### src/rtl/serial_subtractor15.sv
// Bit-serial two's-complement subtractor: A - B, LSB first, one bit per clock.
// Optional result clamping on signed overflow when SERIAL_SUB_SATURATE_EN is defined.
module serial_subtractor15 #(
   parameter int unsigned WIDTH = 15
) (
   input  logic             clk,
   input  logic             rst,
   input  logic             in_valid,
   output logic             in_ready,
   input  logic [WIDTH-1:0] a,
   input  logic [WIDTH-1:0] b,
   output logic             out_valid,
   input  logic             out_ready,
   output logic [WIDTH-1:0] diff,
   output logic             borrow,
   output logic             overflow,
   output logic             busy
);

   localparam int unsigned CW = (WIDTH > 2) ? $clog2(WIDTH) : 1;
   localparam logic [CW-1:0] LAST_BIT = CW'(WIDTH - 1);
`ifdef SERIAL_SUB_SATURATE_EN
   localparam logic [WIDTH-1:0] NEG_SAT = {1'b1, {(WIDTH-1){1'b0}}};
   localparam logic [WIDTH-1:0] POS_SAT = {1'b0, {(WIDTH-1){1'b1}}};
`endif

   typedef enum logic [1:0] {IDLE, RUN, DONE} state_t;

   state_t           state;
   logic [WIDTH-1:0] sh_a;
   logic [WIDTH-1:0] sh_b;
   logic [CW-1:0]    cnt;
   logic             br;
   logic             sa;
   logic             sb;

   logic             d_bit;
   logic             br_next;
   logic             ovf_next;
   logic [WIDTH-1:0] res_final;

   // Full-subtractor cell; result bits refill sh_a from the top as the minuend drains out.
   always_comb begin
      d_bit     = sh_a[0] ^ sh_b[0] ^ br;
      br_next   = (~sh_a[0] & sh_b[0]) | (~(sh_a[0] ^ sh_b[0]) & br);
      ovf_next  = (sa != sb) & (d_bit != sa);
      res_final = {d_bit, sh_a[WIDTH-1:1]};
   end

   always_ff @(posedge clk) begin
      if (rst) begin
         state     <= IDLE;
         in_ready  <= 1'b1;
         out_valid <= 1'b0;
         busy      <= 1'b0;
         diff      <= '0;
         borrow    <= 1'b0;
         overflow  <= 1'b0;
         sh_a      <= '0;
         sh_b      <= '0;
         cnt       <= '0;
         br        <= 1'b0;
         sa        <= 1'b0;
         sb        <= 1'b0;
      end else begin
         case (state)
            IDLE: begin
               if (in_valid) begin
                  sh_a     <= a;
                  sh_b     <= b;
                  sa       <= a[WIDTH-1];
                  sb       <= b[WIDTH-1];
                  br       <= 1'b0;
                  cnt      <= '0;
                  state    <= RUN;
                  in_ready <= 1'b0;
                  busy     <= 1'b1;
               end
            end
            RUN: begin
               sh_a <= res_final;
               sh_b <= {1'b0, sh_b[WIDTH-1:1]};
               br   <= br_next;
               cnt  <= cnt + CW'(1);
               if (cnt == LAST_BIT) begin
                  state     <= DONE;
                  busy      <= 1'b0;
                  out_valid <= 1'b1;
                  borrow    <= br_next;
                  overflow  <= ovf_next;
`ifdef SERIAL_SUB_SATURATE_EN
                  if (ovf_next) diff <= sa ? NEG_SAT : POS_SAT;
                  else          diff <= res_final;
`else
                  diff      <= res_final;
`endif
               end
            end
            DONE: begin
               if (out_ready) begin
                  state     <= IDLE;
                  out_valid <= 1'b0;
                  in_ready  <= 1'b1;
               end
            end
            default: begin
               state     <= IDLE;
               in_ready  <= 1'b1;
               out_valid <= 1'b0;
               busy      <= 1'b0;
            end
         endcase
      end
   end

endmodule

### config.mk
export PLATFORM = sky130hd
export DESIGN_NAME = serial_subtractor15
export DESIGN_NICKNAME = d
export VERILOG_FILES = /design/src/rtl/serial_subtractor15.sv
export SDC_FILE = /design/constraint.sdc
export NUM_CORES = 1
export LEC_CHECK = 0
export BUFFER_PORTS_ARGS = -buffer_cell sky130_fd_sc_hd__buf_4
export CAP_MARGIN = 20
export CORE_ASPECT_RATIO = 1.4
export CORE_MARGIN = 2
export CORE_UTILIZATION = 54
export CTS_CLUSTER_SIZE = 16
export DETAILED_ROUTE_END_ITERATION = 6
export PLACE_DENSITY = 0.79
export REMOVE_ABC_BUFFERS = 1
export SLEW_MARGIN = 15
export SYNTH_ARGS = -nofsm -noshare
export SYNTH_HDL_FRONTEND = slang
export SYNTH_SLANG_ARGS = --single-unit
### constraint.sdc
create_clock -name clk -period 1.5 [get_ports clk]
set_clock_uncertainty 0.05 [all_clocks]
set_input_delay 0.075 -clock clk [delete_from_list [all_inputs] [get_ports clk]]
set_output_delay 0.075 -clock clk [all_outputs]
set_load 0.1 [all_outputs]
==> reports/qor.yml <==
slowest_delay_ns: 0.57
rsz0062_at_grt: "yes"
grt_max_degree: 36
post_cts.repair.setup_buffers: 0
cp_slowest_cell: "fa_1"
syn_area_um2: 2600
grtUsageTotal_pct: 25.8
cts_buffer_depth: 2
min_period_ns: 1.47
seq_area_frac_synth_pct: 45.4
power_switching_mw: 0.938
whs_ns: 0.0532
grt_pass1_vias: 2508
ys_types: 34
io_pins: 54
clk_latency_ns: 0.33
crit_chain: "inv_1 -> fa_1 -> and3b_1 -> a21oi_1 -> a211oi_1"
layout_commonest_cell: "buf_4"
flow.area_growth_from_synthesis_pct: 38.5
status: "finished, final reports clean"
design_area_um2: 3600
numPortBuffers: 53
leakagePower_nw: 1.48
die_w_um: 62.7
relSlewSlack_pct: 72.7
rows: 29
htree_levels: 3
report.final.setup_viol: 0
ys_ff_latch: 59
first_iter_violations: 197
nNetsFinal: 428
wl_mm: 6.48
hold_path_class: "in2reg"
grt_antenna_before_repair: 0
swShare_pct: 26.3
synthCells: 309
finalMaxSlewViolations: 0
final.setup.worst_slack_ns: 0.0253
power_mw: 3.56
required_ns: 1.69
cts_tree: "yes"
cap_violations: 0
gp_congestion: 0.802
placed_cell_area_um2: 3120
cp_max_fo: 4
start_util_pct: 56.9
wl_per_cell_um: 14.1
synth-edff-count: 0
n_fill_cell: 334
numCtsBuffers: 9
cts_root_buf: "clkbuf_8"
p_int_mw: 2.62
vias: 2549
die_height_um: 86.1
layout-drive-gt1-share_pct: 25.0
diodes: 0
ys.flop_type: "dfxtp_1"
post-route-period-util_pct: 98.3
dieArea_um2: 5400
final_cell_mix: "63 x buf_4, 58 x dfxtp_1, 51 x a21oi_1, 38 x nor2_1, 34 x nand2_1"
antenna_left: 0
multiInputGateArea_um2: 1250
p_seq_share_pct: 48.1
coreArea_um2: 4570
synthArstFlopShare_pct: 0
cp-start-kind: "flip-flop"
crit_path_end_kind: "flip-flop"
route.detailed.drc: 0
cts.sinks: 59
arrival_ns: 1.67
synth_warnings: 0
grt_remaining_overflow: 0
hold_viol_final: 0
power_frac_comb_pct: 16.4
firstDrtPassIters: 4
worst_pin_slew_ns: 0.408
synth.avg_cell_area_um2: 8.42
seqCellArea_um2: 1180
dpl.hpwl_mm: 3.97
vias_per_cell: 5.57
grt_first_pass_wirelength_mm: 11.0
max_freq_ghz: 0.678
cts.reportedPaths.clkPinSlew_ns: 0.06
crit_type: "reg2reg"
pre_cts_slack_ns: 0.0118
vdd_ir_drop_max_uv: 712
powerDensity_nw_per_um2: 988
clkPwrFrac_pct: 35.5
worst max-delay path, delay by kind of cell, from the launching register on:
kind | cells | cell delay, ns
flops | 1 | 0.30
fa+ha+maj | 1 | 0.57
buf+inv | 1 | 0.06
simple gates | 1 | 0.17
compound gates | 2 | 0.23
state kept, by name, indices dropped and copies added (netlist names):
register	count
state	2
borrow	1
out_valid	1
sh_a	15
sb	1
busy	1
sh_b	15
sa	1
overflow	1
cnt	4
diff	15
in_ready	1
br	1
metrics by stage:
stage | instances | TNS (ns) | util [%]
3_5_place_dp | 411 | 0 | 68.2
3_3_place_gp | 411 | 0 | 68.2
4_1_cts | 458 | 0 | 78.8
2_1_floorplan | 280 | -61.57 | -
5_1_grt | 458 | -0.0588 | 78.8
6_report | 458 | 0 | 78.8
cell usage after synthesis (2+ instances only):
master / count / area share [%]
dfxtp_1: 59 / 45
a21oi_1: 51 / 9.8
nor2_1: 38 / 5.5
nand2_1: 34 / 4.9
a211oi_1: 20 / 5.8
nand3_1: 18 / 3.5
o21ai_0: 15 / 2.9
buf_2: 13 / 2.5
a211oi_2: 10 / 4.8
clkbuf_1: 7 / 1.0
buf_4: 6 / 1.7
inv_1: 4 / 0.58
nand3b_1: 4 / 1.2
nand2b_1: 3 / 0.72
a2bb2oi_1: 2 / 0.67
a31oi_1: 2 / 0.48
buf_6: 2 / 0.87
ha_1: 2 / 0.96
mux2i_1: 2 / 0.77
nor2b_1: 2 / 0.48
o21bai_1: 2 / 0.58
per-layer routing:
layer / global-route usage [%] / wire length, µm
met4: 13.5 / 154
met2: 46.8 / 3490
met3: 4.99 / 272
met1: 28.3 / 2560
met5: 0 / 0
repair_timing:
action                     in CTS  in global routing
pin swaps                       2                  2
gates resized for setup         0                  2
setup endpoints to repair       1                 26
hold buffers                   31                  0
hold endpoints to repair       31                  0
power by group through the flow:
stage	Combinational (mW)	Sequential (mW)	Clock (mW)
after CTS	0.580	1.71	1.28
final	0.583	1.71	1.26
after detailed placement	0.511	1.75	0
after global routing	0.640	1.72	1.35
after global placement	0.501	1.74	0
after floorplan	0.253	1.77	0
cell families after synthesis:
kind of cell,Yosys count,synth area share (%)
muxes,2,0.769
DFF,59,45.4
AOI/OAI and AO/OA,109,27.8
and+or+nand+nor,103,17.5
buffers and inverters,33,6.83
adders and majority gates,3,1.73
layout make-up:
class,instances,share of cell area [%]
well taps,62,2.15
repair buffers,100,25.1
multi-input cells,217,34.8
clock buffers,14,4.51
flip-flops and latches,59,32.8
clock inverters,2,0.278
inverters,4,0.417
worst paths after layout:
path,startpoint,slack (ns),to,cells after the start
worst min register to register,sh_b[14],0.43,sh_b[14],2
worst max register to register,sh_b[0],0.03,overflow,5
worst max-delay path,sh_b[0],0.03,overflow,5
worst min-delay path,rst,0.05,sa,2
(Power assumes the default switching activity.)
